### src/rtl/game_turn_if.sv
// Bundle between the turn controller and the keypad and card-match blocks.
// match is sampled only while match_valid=1; there is no ready, CHECK waits for match_valid.
interface game_turn_if #(
  parameter int NUM_PLAYERS = 2,
  parameter int KEY_W       = 4,
  parameter int BOARD_LEN   = 7
);
  localparam int PLAYER_W = (NUM_PLAYERS > 2) ? $clog2(NUM_PLAYERS) : 1;
  localparam int POS_W    = $clog2(BOARD_LEN + 1);

  logic                         start;
  logic                         abort;
  logic [KEY_W-1:0]             key;
  logic                         match_valid;
  logic                         match;
  logic [2:0]                   state;
  logic [KEY_W-1:0]             sel_num;
  logic [KEY_W-1:0]             card;
  logic                         reveal;
  logic [PLAYER_W-1:0]          cur_player;
  logic [POS_W-1:0]             cur_pos;
  logic [NUM_PLAYERS*POS_W-1:0] pos_flat;
  logic                         timeout;
  logic                         game_over;
  logic [PLAYER_W-1:0]          winner;

  modport slave (
    input  start, abort, key, match_valid, match,
    output state, sel_num, card, reveal, cur_player, cur_pos, pos_flat,
           timeout, game_over, winner
  );

  modport master (
    output start, abort, key, match_valid, match,
    input  state, sel_num, card, reveal, cur_player, cur_pos, pos_flat,
           timeout, game_over, winner
  );
endinterface

### src/rtl/game_turn_ctrl.sv
// Multi-player turn controller: select -> press -> check -> advance/miss -> win,
// with key-release qualification, optional press timeout and abort.
module game_turn_ctrl #(
  parameter int               NUM_PLAYERS = 2,
  parameter int               KEY_W       = 4,
  parameter logic [KEY_W-1:0] KEY_NONE    = 4'hF,
  parameter int               BOARD_LEN   = 7,
  parameter int               TIMEOUT_CYC = 0
) (
  input logic        CLK,
  input logic        rst,
  game_turn_if.slave bus
);
  localparam int PLAYER_W = (NUM_PLAYERS > 2) ? $clog2(NUM_PLAYERS) : 1;
  localparam int POS_W    = $clog2(BOARD_LEN + 1);
  localparam int TW       = (TIMEOUT_CYC > 0) ? $clog2(TIMEOUT_CYC + 1) : 1;
  localparam logic [TW-1:0]       T_LAST   = TW'((TIMEOUT_CYC == 0) ? 0 : TIMEOUT_CYC - 1);
  localparam logic [PLAYER_W-1:0] LAST_PL  = PLAYER_W'(NUM_PLAYERS - 1);
  localparam logic [POS_W-1:0]    WIN_POS  = POS_W'(BOARD_LEN);

  typedef enum logic [2:0] {
    IDLE    = 3'd0,
    SELECT  = 3'd1,
    ARM     = 3'd2,
    PRESS   = 3'd3,
    CHECK   = 3'd4,
    ADVANCE = 3'd5,
    MISS    = 3'd6,
    WIN     = 3'd7
  } state_t;

  state_t                       state_q, state_d;
  logic [KEY_W-1:0]             sel_q, sel_d, card_q, card_d;
  logic [PLAYER_W-1:0]          cur_q, cur_d, winner_q, winner_d;
  logic [NUM_PLAYERS*POS_W-1:0] pos_q, pos_d;
  logic [TW-1:0]                timer_q, timer_d;
  logic                         armed_q, armed_d;
  logic                         reveal_q, reveal_d, timeout_q, timeout_d;
  logic                         key_valid, accept;
  logic [POS_W-1:0]             cur_pos, pos_nxt;

  assign key_valid = (bus.key != KEY_NONE);
  assign accept    = key_valid && armed_q && !bus.abort &&
                     ((state_q == SELECT) || (state_q == PRESS));
  assign cur_pos   = pos_q[int'(cur_q)*POS_W +: POS_W];
  assign pos_nxt   = (cur_pos == WIN_POS) ? cur_pos : cur_pos + 1'b1;

  always_comb begin
    state_d   = state_q;
    sel_d     = sel_q;
    card_d    = card_q;
    cur_d     = cur_q;
    winner_d  = winner_q;
    pos_d     = pos_q;
    timer_d   = timer_q;
    reveal_d  = 1'b0;
    timeout_d = 1'b0;
    // Re-arming on release is what stops a held key from counting twice.
    armed_d   = !key_valid ? 1'b1 : (accept ? 1'b0 : armed_q);

    if (bus.abort) begin
      state_d = IDLE;
    end else begin
      case (state_q)
        IDLE: begin
          pos_d    = '0;
          cur_d    = '0;
          sel_d    = '0;
          card_d   = '0;
          winner_d = '0;
          if (bus.start) state_d = SELECT;
        end
        SELECT: if (accept) begin
          sel_d   = bus.key;
          state_d = ARM;
        end
        ARM: begin
          timer_d = '0;
          state_d = PRESS;
        end
        PRESS: begin
          if (accept) begin
            card_d   = bus.key;
            reveal_d = 1'b1;
            state_d  = CHECK;
          end else if ((TIMEOUT_CYC != 0) && (timer_q == T_LAST)) begin
            timeout_d = 1'b1;
            state_d   = MISS;
          end else begin
            timer_d = timer_q + 1'b1;
          end
        end
        CHECK: if (bus.match_valid) state_d = bus.match ? ADVANCE : MISS;
        ADVANCE: begin
          pos_d[int'(cur_q)*POS_W +: POS_W] = pos_nxt;
          if (pos_nxt == WIN_POS) begin
            winner_d = cur_q;
            state_d  = WIN;
          end else begin
            state_d = ARM;
          end
        end
        MISS: begin
          cur_d   = (cur_q == LAST_PL) ? '0 : cur_q + 1'b1;
          state_d = ARM;
        end
        WIN: if (bus.start) state_d = IDLE;
        default: state_d = IDLE;
      endcase
    end
  end

  always_ff @(posedge CLK or negedge rst) begin
    if (!rst) begin
      state_q   <= IDLE;
      sel_q     <= '0;
      card_q    <= '0;
      cur_q     <= '0;
      winner_q  <= '0;
      pos_q     <= '0;
      timer_q   <= '0;
      armed_q   <= 1'b0;
      reveal_q  <= 1'b0;
      timeout_q <= 1'b0;
    end else begin
      state_q   <= state_d;
      sel_q     <= sel_d;
      card_q    <= card_d;
      cur_q     <= cur_d;
      winner_q  <= winner_d;
      pos_q     <= pos_d;
      timer_q   <= timer_d;
      armed_q   <= armed_d;
      reveal_q  <= reveal_d;
      timeout_q <= timeout_d;
    end
  end

  assign bus.state      = state_q;
  assign bus.sel_num    = sel_q;
  assign bus.card       = card_q;
  assign bus.reveal     = reveal_q;
  assign bus.cur_player = cur_q;
  assign bus.cur_pos    = cur_pos;
  assign bus.pos_flat   = pos_q;
  assign bus.timeout    = timeout_q;
  assign bus.game_over  = (state_q == WIN);
  assign bus.winner     = winner_q;
endmodule

### src/flat_wrapper.sv
// flat-port wrapper written by rule: the top's interface ports become plain ports
module game_turn_ctrl_flat 
#(
  parameter int               NUM_PLAYERS = 2,
  parameter int               KEY_W       = 4,
  parameter logic [KEY_W-1:0] KEY_NONE    = 4'hF,
  parameter int               BOARD_LEN   = 7,
  parameter int               TIMEOUT_CYC = 0
)
  (CLK, rst, bus_start, bus_abort, bus_key, bus_match_valid, bus_match, bus_state, bus_sel_num, bus_card, bus_reveal, bus_cur_player, bus_cur_pos, bus_pos_flat, bus_timeout, bus_game_over, bus_winner);
  game_turn_if #(.NUM_PLAYERS(NUM_PLAYERS), .KEY_W(KEY_W), .BOARD_LEN(BOARD_LEN)) bus_i ();
  input logic CLK;
  input logic rst;
  input wire logic [$bits(bus_i.start)-1:0] bus_start;
  input wire logic [$bits(bus_i.abort)-1:0] bus_abort;
  input wire logic [$bits(bus_i.key)-1:0] bus_key;
  input wire logic [$bits(bus_i.match_valid)-1:0] bus_match_valid;
  input wire logic [$bits(bus_i.match)-1:0] bus_match;
  output wire logic [$bits(bus_i.state)-1:0] bus_state;
  output wire logic [$bits(bus_i.sel_num)-1:0] bus_sel_num;
  output wire logic [$bits(bus_i.card)-1:0] bus_card;
  output wire logic [$bits(bus_i.reveal)-1:0] bus_reveal;
  output wire logic [$bits(bus_i.cur_player)-1:0] bus_cur_player;
  output wire logic [$bits(bus_i.cur_pos)-1:0] bus_cur_pos;
  output wire logic [$bits(bus_i.pos_flat)-1:0] bus_pos_flat;
  output wire logic [$bits(bus_i.timeout)-1:0] bus_timeout;
  output wire logic [$bits(bus_i.game_over)-1:0] bus_game_over;
  output wire logic [$bits(bus_i.winner)-1:0] bus_winner;
  assign bus_i.start = bus_start;
  assign bus_i.abort = bus_abort;
  assign bus_i.key = bus_key;
  assign bus_i.match_valid = bus_match_valid;
  assign bus_i.match = bus_match;
  assign bus_state = bus_i.state;
  assign bus_sel_num = bus_i.sel_num;
  assign bus_card = bus_i.card;
  assign bus_reveal = bus_i.reveal;
  assign bus_cur_player = bus_i.cur_player;
  assign bus_cur_pos = bus_i.cur_pos;
  assign bus_pos_flat = bus_i.pos_flat;
  assign bus_timeout = bus_i.timeout;
  assign bus_game_over = bus_i.game_over;
  assign bus_winner = bus_i.winner;
  game_turn_ctrl #(.NUM_PLAYERS(NUM_PLAYERS), .KEY_W(KEY_W), .KEY_NONE(KEY_NONE), .BOARD_LEN(BOARD_LEN), .TIMEOUT_CYC(TIMEOUT_CYC)) u_core (.CLK(CLK), .rst(rst), .bus(bus_i));
endmodule
### config.mk
export PLATFORM = sky130hd
export DESIGN_NAME = game_turn_ctrl_flat
export DESIGN_NICKNAME = d
export VERILOG_FILES = /design/src/rtl/game_turn_if.sv /design/src/rtl/game_turn_ctrl.sv /design/src/flat_wrapper.sv
export SDC_FILE = /design/constraint.sdc
export NUM_CORES = 1
export LEC_CHECK = 0
export CORE_ASPECT_RATIO = 1.4
export CORE_MARGIN = 1
export CORE_UTILIZATION = 48
export CTS_CLUSTER_DIAMETER = 120
export DETAILED_ROUTE_END_ITERATION = 8
export PLACE_DENSITY = 0.88
export SYNTH_ARGS = -nofsm -noshare
export SYNTH_HDL_FRONTEND = slang
export SYNTH_SLANG_ARGS = --single-unit
export TNS_END_PERCENT = 10
### constraint.sdc
create_clock -name CLK -period 3.3 [get_ports CLK]
set_clock_uncertainty 0.2 [all_clocks]
set_input_delay 0.33 -clock CLK [delete_from_list [all_inputs] [get_ports CLK]]
set_output_delay 0.33 -clock CLK [all_outputs]
set_load 0.005 [all_outputs]
After elaboration in Yosys (flattened, before gate mapping)
Cells that the tools add are included.
W data, S select, Z words.
Storage, ports and cells
  logic and storage cells: 75
  bits in registers: 21
Operators by class
  reduce and logical (&&, ||, !) cells: 16
  equality and inequality tests: 19
  $mul: 1
  $add $sub $neg: 3
  bitwise gates (word level): 1
  multiplexer cells: 24
  shift operators: 3
Operators by type and width (number)
  $neg A32 Y33: 1
  $shift A3 B33 Y6 const A: 1
  $shiftx A3 B33 Y6: 1
  $shiftx A6 B32 Y3: 1
  $mux W3: 8
  $pmux W3 S8: 1
  $eq A3 B3 Y1 const B: 6
  $pmux W4 S2: 2
  $pmux W6 S2: 1
  $ne A3 B3 Y1 const B: 3
  $reduce_and A3 Y1: 3
  $reduce_bool A2 Y1: 4
  $mux W1: 7
  $bwmux W6: 1
  $eq A3 B2 Y1 const B: 2
  $ne A2 B1 Y1 const B: 3
  $ne A3 B2 Y1 const B: 2
  $reduce_and A5 Y1: 1
  $mux W4: 1
  $ne A4 B4 Y1 const B: 1
  $pmux W1 S2: 2
  $reduce_and A2 Y1: 2
  $add A3 B1 Y3 const B: 1
  $eq A3 B1 Y1 const B: 1
  9 further kinds: 11

Logic depth before layout (Yosys ltp)
Gate-level depths: netlist (run 1).
  depth after elaboration: 8
  depth in mapped cells: 9
  mapped depth without buffers: 7

Worst setup path after synthesis (run 1)
Ideal clock, no wire load.
  path kind: reg-to-reg
  start point: register u_core.cur_q (netlist: u_core.bus.cur_player)
  end point: register u_core.state_q[2] (netlist: u_core.bus.state[2])
  clock period less this slack: 2.507 ns
  data required time: 3.006 ns
  cell stages (with the launch flop): 10
  arrival: 2.213 ns
  path buffers: 2
  slack: 0.793 ns
  cell sequence: dfrtp_1 -> buf_2 -> mux2_2 -> ha_1 -> buf_12 -> nand2_1 -> nor3_1 -> a311o_1 -> or2_1 -> a221oi_2
On the way
  cells in the longest elaborated chain, start to end: 8
  elaborated cells on any way between the ends: 9
  those cells by class: add/sub: 1; mul: 1; eq/ne: 2; shift: 1; mux: 4
RTL lines
  from (decl): line game_turn_ctrl.sv:34  | logic [PLAYER_W-1:0] cur_q, cur_d, winner_q, winner_d;
  from (signal assigned): line game_turn_ctrl.sv:129  | cur_q <= cur_d;
  $mul A1 B2 Y3 (*): line game_turn_ctrl.sv:45  | assign cur_pos = pos_q[int'(cur_q)*POS_W +: POS_W];
  $shiftx A6 B32 Y3 (*): line game_turn_ctrl.sv:45
  named net bus_cur_pos[0]: line flat_wrapper.sv:24  | output wire logic [$bits(bus_i.cur_pos)-1:0] bus_cur_pos;
  $add A3 B1 Y3 or $eq A3 B3 Y1 (tied branches): line game_turn_ctrl.sv:46  | assign pos_nxt = (cur_pos == WIN_POS) ? cur_pos : cur_pos + 1'b1;
  $mux W3 (*): line game_turn_ctrl.sv:46
  $eq A3 B3 Y1 (*): line game_turn_ctrl.sv:96  | if (pos_nxt == WIN_POS) begin
  $mux W3 (*): line game_turn_ctrl.sv:96
  $pmux W3 S8 (*): line game_turn_ctrl.sv:64  | case (state_q)
  $mux W3 (*): line game_turn_ctrl.sv:61  | if (bus.abort) begin
  to (signal assigned): line game_turn_ctrl.sv:126  | state_q <= state_d;
  to (decl): line game_turn_ctrl.sv:32  | state_t state_q, state_d;
The timed path passes the listed nets; every way through them passes the cells marked *.
A chain may end at the register's enable or synchronous reset.

Worst setup path after layout (run 1)
  start point: register u_core.cur_q (netlist: u_core.bus.cur_player)
  end point: register u_core.state_q[2] (netlist: u_core.bus.state[2])
On the way
  cells in the longest elaborated chain, start to end: 8
  elaborated cells on any way between the ends: 9
  those cells by class: add/sub: 1; mul: 1; eq/ne: 2; shift: 1; mux: 4
RTL lines (line)
  $mul A1 B2 Y3 (*): game_turn_ctrl.sv:45
  $shiftx A6 B32 Y3 (*): game_turn_ctrl.sv:45
  $add A3 B1 Y3 or $eq A3 B3 Y1 (tied branches): game_turn_ctrl.sv:46
  $mux W3 (*): game_turn_ctrl.sv:46
  $eq A3 B3 Y1 (*): game_turn_ctrl.sv:96
  $mux W3 (*): game_turn_ctrl.sv:96
  $pmux W3 S8 (*): game_turn_ctrl.sv:64
  $mux W3 (*): game_turn_ctrl.sv:61
Mark *: on every way between the ends. The rest lies on a longest branch, timed or not.

==> reports/qor.csv, run 1 <==
stage,metric,value,unit
outcome,status,"complete, no violations",
detailed_routing,wl_per_cell,15.6,µm
layout,nNetsFinal,180,
clock_tree,cts_num_sinks,21,
global_routing,grt_overflow_total,0,
worst_setup_path,critical_path.startpoint_type,flip-flop,
global_routing,grt_pass1_wl,5.17,mm
place,place.gp.congestion,0.913,
worst_setup_path,ff2ff_path_depth,7,
layout,multiInputGateArea,672,µm²
clock_tree,root_buffer,clkbuf_4,
yosys,ys_warn_count,0,
worst_hold_path,min-delay-start,u_core.bus.sel_num[2],
floorplan,dieHeight,63.4,µm
worst_setup_path,r2r-start,u_core.bus.cur_player,
layout,seq_area,526,µm²
floorplan,die_x,45.9,µm
yosys,synth_ff_type,dfrtp_1,
timing,fin_crit,2.70,ns
pwr,leakage,0.000682,µW
yosys,synth_area,0.00129,mm²
timing,layout_worst_path_cycle_share,81.7,%
yosys,yosysTopAreaCell,dfrtp_1,
yosys,synth_cell_types,48,
floorplan,start_util,52.4,%
pwr,peakVddDrop,0.000295,V
layout,final_util,65.4,%
yosys,synth-seq-cells,21,
clock_tree,worstSkewPairLatency,0.32,ns
detailed_routing,first_pass_iters,4,
worst_setup_path,reg2reg_slack,0.60,ns
pwr,power.density,347,mW/mm²
clock_tree,postCtsSetupRepairBufs,0,
clock_tree,ctsResizeCount,0,
global_routing,grt_max_degree,22,
detailed_routing,ant_nets,0,
clock_tree,cts_max_level,1,
place,port_buffers,33,
timing,fmax,0.371,GHz
clock_tree,cts.reportedPaths.clkPinSlew,0.12,ns
timing,rsz0062_at_grt,no,
timing,worstMarginPinSlew,0.934,ns
layout,syn_to_final_growth,24.9,%
global_routing,globalRouteMet2Util,40.8,%
yosys,ys_seq_area_share,40.6,%
worst_hold_path,holdPathEnd,u_core.bus.sel_num[2],
timing,slew_headroom,37.5,%
detailed_routing,drtIter0Drc,44,
timing,hold_viol,0,
clock_tree,cts_tree,built,
worst_hold_path,hold_depth,2,
timing,finalSetupViolations,0,
timing,timing.setup.tns,0,ns
global_routing,grt_busiest_layer,met2,
layout,fillers,233,
clock_tree,hold_buffers,0,
global_routing,grt_util_met1,28.4,%
clock_tree,clockBufferDepth,2,
worst_setup_path,reg2reg_to,u_core.bus.state[2],
worst_setup_path,cp.arrival,2.72,ns
place,dpl_cell_area,0.00159,mm²
worst_setup_path,required,3.33,ns
layout,num_antenna_cells,0,
global_routing,grt_use_total,23.9,%
worst_setup_path,end_kind,flip-flop,
floorplan,core_area,0.00247,mm²
floorplan,ios,35,
yosys,synth_most_common_cell,dfrtp_1,
yosys,netlist_instances,140,
yosys,syn_area_per_cell,9.24,µm²
detailed_routing,avgViaCountPerCell,5.89,
yosys,yosysTopAreaCellShare,40.6,%
layout,drive_gt1_share,8.93,%
yosys,synth_area_leaders,"dfrtp_1 41%, o21ai_0 5.4%, mux2_2 5.2%",
yosys,synthesis.nets,151,
floorplan,die_area,0.00291,mm²
global_routing,grt_pass1_vias,1187,
yosys,ys_top_cells_by_count,"21 x dfrtp_1, 17 x nand2_1, 14 x o21ai_0, 13 x nor2_1",
detailed_routing,drcViolationCount,0,
worst_hold_path,hp-class,reg -> reg,
detailed_routing,routed-via-count,1190,
worst_setup_path,path_max_fanout,12,
run,drv_cap,0,
global_routing,use_met3,2.01,%
clock_tree,numCtsBuffers,3,
timing,report.final.slew_viol_count,0,
detailed_routing,wl,3.16,mm
place,dpl.hpwl,2.32,mm
yosys,synth_edf_count,0,
floorplan,rows,21,
yosys,async_flop_share,100,%
worst_setup_path,worst-setup-path-type,reg -> reg,
global_routing,antenna_found_initial,0,
layout,fin_area,0.00162,mm²
## through the flow
step	setup WS (ns)	hold WS [ns]	total power, µW	cells
after CTS	0.618	0.300	562	202
after detailed placement	0.651	0.275	437	198
final	0.605	0.298	560	202
after floorplan	0.793	-0.166	378	140
after global routing	0.525	0.334	589	202
after global placement	0.749	0.270	432	198
## layout by cell type (no fill, tap or decap), types with 2 or more instances in the layout
cell type	Yosys	layout
o31ai_1	3	3
o21ai_0	14	14
dfrtp_1	21	21
nand2_1	17	17
and3_1	6	6
nor2_1	13	13
mux2i_1	2	2
nor3_1	5	5
nand4_1	2	2
a22o_1	2	2
xnor2_1	2	2
mux2_2	6	6
a311oi_1	2	2
a31oi_1	2	2
a21oi_1	3	3
and2b_1	2	2
clkdlybuf4s50_1	0	33
clkbuf_4	1	3
inv_1	4	4
## metal layers
metal	wire [µm]	share of wire, %
met1	1230	39
met2	1720	54
met3	133	4.2
met4	75	2.4
met5	0	0
## state kept, by name (all words and copies together), names as in the netlist
register               flops
u_core.bus.pos_flat        6
u_core.bus.card            4
u_core.bus.sel_num         4
u_core.bus.state           3
u_core.armed_q             1
u_core.bus.cur_player      1
u_core.bus.reveal          1
u_core.bus.winner          1
## final cells by class
cell class                      count  share of cell area [%]
Multi-Input combinational cell    105                    41.6
Sequential cell                    21                    32.5
Timing Repair Buffer               33                    20.4
Clock buffer                        4                    1.63
Tap cell                           34                    2.63
Inverter                            5                    1.16
## worst max-delay path, stage by stage (launching register included)
cell and delay (ns):
dfrtp_1 0.61, mux2_2 0.41, ha_1 0.33, nand2_1 0.11
nor3_1 0.05, a311o_1 0.35, or2_1 0.28, a221oi_2 0.26
## where the power goes
part / switching [µW] / leakage (µW) / internal, µW
logic: 65.0 / 0.000379 / 67.8
registers: 25.7 / 0.000288 / 274
clock network: 79.8 / 0.0000150 / 47.4
## cells by family after synthesis
logic type / after synthesis / synth area share, %
and+or+nand+nor: 52 / 19.4
AOI/OAI and AO/OA: 39 / 21.3
DFF: 21 / 40.6
buffers and inverters: 14 / 7.45
muxes: 9 / 7.93
xor gates and xnor gates: 3 / 2.03
adders and majority gates: 1 / 0.967
other: 1 / 0.290
## worst max path at each step
stage                                startpoint             endpoint  slack [ns]  depth (start not counted)
final                     u_core.bus.cur_player  u_core.bus.state[2]        0.60                          7
after global routing      u_core.bus.cur_player  u_core.bus.state[2]        0.52                          7
after CTS                 u_core.bus.cur_player  u_core.bus.state[2]        0.62                          7
after detailed placement  u_core.bus.cur_player  u_core.bus.state[2]        0.65                          7
after global placement    u_core.bus.cur_player  u_core.bus.state[2]        0.75                          7
after floorplan           u_core.bus.cur_player  u_core.bus.state[2]        0.79                          9
Power figures use the tool's default switching activity.
==> inputs of run 2 (changes only) <==
- CORE_UTILIZATION: 48 -> 43
- PLACE_DENSITY: 0.88 -> 0.83
- clock period: 3.3 -> 2.4 ns (I/O delays scaled with it)
==> reports/qor.csv, run 2 (synthesis results as in run 1) <==
stage,metric,value,unit,change
detailed_routing,wl_per_cell,14.8,µm,-5.0%
worst_hold_path,hp-class,in -> async,,
layout,fillers,256,,+9.9%
timing,fmax,0.440,GHz,+18%
timing,fin_crit,2.27,ns,-0.420 ns
floorplan,core_area,0.00285,mm²,+15%
layout,fin_area,0.00170,mm²,+5.5%
global_routing,grt_max_degree,22,,unchanged
clock_tree,postCtsSetupRepairBufs,0,,unchanged
layout,final_common_cell,clkdlybuf4s50_1,,
place,port_buffers,33,,unchanged
floorplan,rows,23,,+9.5%
pwr,leakage,0.000724,µW,+6.2%
clock_tree,cts_max_level,1,,unchanged
floorplan,die_area,0.00324,mm²,+11%
place,place.gp.congestion,0.875,,-4.1%
clock_tree,clockBufferDepth,2,,unchanged
floorplan,die_x,48.4,µm,+5.4%
worst_setup_path,cp_top_family,compound AO/OA/AOI/OAI gates,,
detailed_routing,routed-via-count,1216,,+2.2%
layout,syn_to_final_growth,31.7,%,
worst_setup_path,cpPeakStageDelay,0.43,ns,-0.18 ns
pwr,peakVddDrop,0.000370,V,+26%
place,dpl.hpwl,2.37,mm,+2.3%
layout,layout_common_cells,"33 x clkdlybuf4s50_1, 21 x dfrtp_1, 17 x nand2_1",,
detailed_routing,drtIter0Drc,38,,-14%
clock_tree,numCtsBuffers,3,,unchanged
floorplan,start_util,45.4,%,-7.0 points
floorplan,dieHeight,66.9,µm,+5.5%
clock_tree,ctsResizeCount,0,,unchanged
worst_setup_path,reg2reg_slack,0.13,ns,-0.48 ns
worst_setup_path,crit_cells,7,,unchanged
timing,report.final.slew_viol_count,0,,unchanged
pwr,power.density,490,mW/mm²,+41%
layout,nNetsFinal,186,,+3.3%
detailed_routing,wl,3.13,mm,-0.76%
detailed_routing,avgViaCountPerCell,5.76,,-2.2%
timing,layout_worst_path_cycle_share,94.8,%,+13 points
layout,largest_reg_flops,6,,unchanged
worst_setup_path,cp_slowest_cell,dfrtp_1,,
clock_tree,cts.reportedPaths.clkPinSlew,0.08,ns,-0.04 ns
layout,drive_gt1_share,13.2,%,+4.3 points
worst_setup_path,critPathCapture,u_core.bus.state[2],,
clock_tree,root_buffer,clkbuf_8,,
layout,num_antenna_cells,0,,unchanged
worst_setup_path,critical_path.startpoint_type,flip-flop,,
global_routing,grt_pass1_wl,5.41,mm,+4.7%
worst_setup_path,required,2.38,ns,-0.95 ns
timing,timing.setup.tns,0,ns,unchanged
global_routing,antenna_found_initial,0,,unchanged
clock_tree,hold_buffers,0,,unchanged
worst_setup_path,end_kind,flip-flop,,
global_routing,grt_overflow_total,0,,unchanged
layout,fin_cells,211,,+4.5%
floorplan,ios,35,,unchanged
timing,hold_viol,0,,unchanged
run,drv_cap,0,,unchanged
place,placed_cells,207,,+4.5%
global_routing,grt_use_total,22.0,%,-1.9 points
global_routing,grt_pass1_vias,1167,,-1.7%
worst_setup_path,ff2ff_path_depth,7,,unchanged
place,dpl_cell_area,0.00166,mm²,+4.3%
timing,worstMarginPinSlew,0.522,ns,-0.412 ns
clock_tree,worstSkewPairLatency,0.27,ns,-0.05 ns
worst_setup_path,cp.arrival,2.25,ns,-0.47 ns
detailed_routing,drcViolationCount,0,,unchanged
worst_setup_path,critPathLaunch,u_core.bus.cur_player,,
outcome,status,"complete, no violations",,
detailed_routing,ant_nets,0,,unchanged
worst_setup_path,path_max_fanout,10,,-2
worst_setup_path,worst-setup-path-type,reg -> reg,,
worst_setup_path,r2r-start,u_core.bus.cur_player,,
timing,finalSetupViolations,0,,unchanged
worst_setup_path,reg2reg_to,u_core.bus.state[2],,
worst_setup_path,path_cells,"mux2_4, ha_4, nand2_1, nor3_1, a311o_1, or2_1, a221oi_2",,
clock_tree,cts_num_sinks,21,,unchanged
clock_tree,cts_tree,built,,
timing,slew_headroom,65.2,%,+28 points
detailed_routing,first_pass_iters,4,,unchanged
timing,rsz0062_at_grt,no,,
worst_setup_path,timing.critical_path.buf_inv,0,,unchanged
run 2: worst min path at each step:
stage,start,endpoint,slack [ns],depth (start not counted)
after floorplan,rst,u_core.armed_q,-0.26,0
after global placement,u_core.bus.sel_num[1],u_core.bus.sel_num[1],0.27,2
after detailed placement,u_core.bus.sel_num[2],u_core.bus.sel_num[2],0.28,2
after CTS,rst,u_core.bus.pos_flat[0],0.13,2
after global routing,rst,u_core.bus.state[0],0.15,2
final,rst,u_core.bus.state[1],0.12,2
run 2: metrics by stage:
step | power [µW] | setup WS (ns) | util [%] | hold WS, ns
floorplan | 520 | 0.0157 | - | -0.256
global placement | 598 | 0.184 | 58.2 | 0.271
detailed placement | 605 | 0.132 | 58.2 | 0.282
CTS | 842 | 0.121 | 59.8 | 0.127
global route | 876 | 0.0317 | 59.8 | 0.149
finish | 835 | 0.125 | 59.8 | 0.125
run 2: final cells by class:
cell class,instances,area (µm²),share of cell area (%)
inverters,5,18.8,1.10
clock inverters,1,5.00,0.294
flip-flops and latches,21,526,30.8
well taps,37,46.3,2.72
clock buffers,3,41.3,2.42
multi-input cells,105,692,40.6
repair buffers,39,375,22.0
run 2: power breakdown:
part           switching (µW)  internal [µW]  leakage [µW]
clock network             120            116     0.0000255
registers                35.8            377      0.000288
logic                    90.5           96.0      0.000411
run 2: metal layers:
layer / wire length, µm / track usage (%)
met4: 79 / 11.0
met5: 0 / 0
met1: 1220 / 22.9
met3: 178 / 4.57
met2: 1650 / 41.7
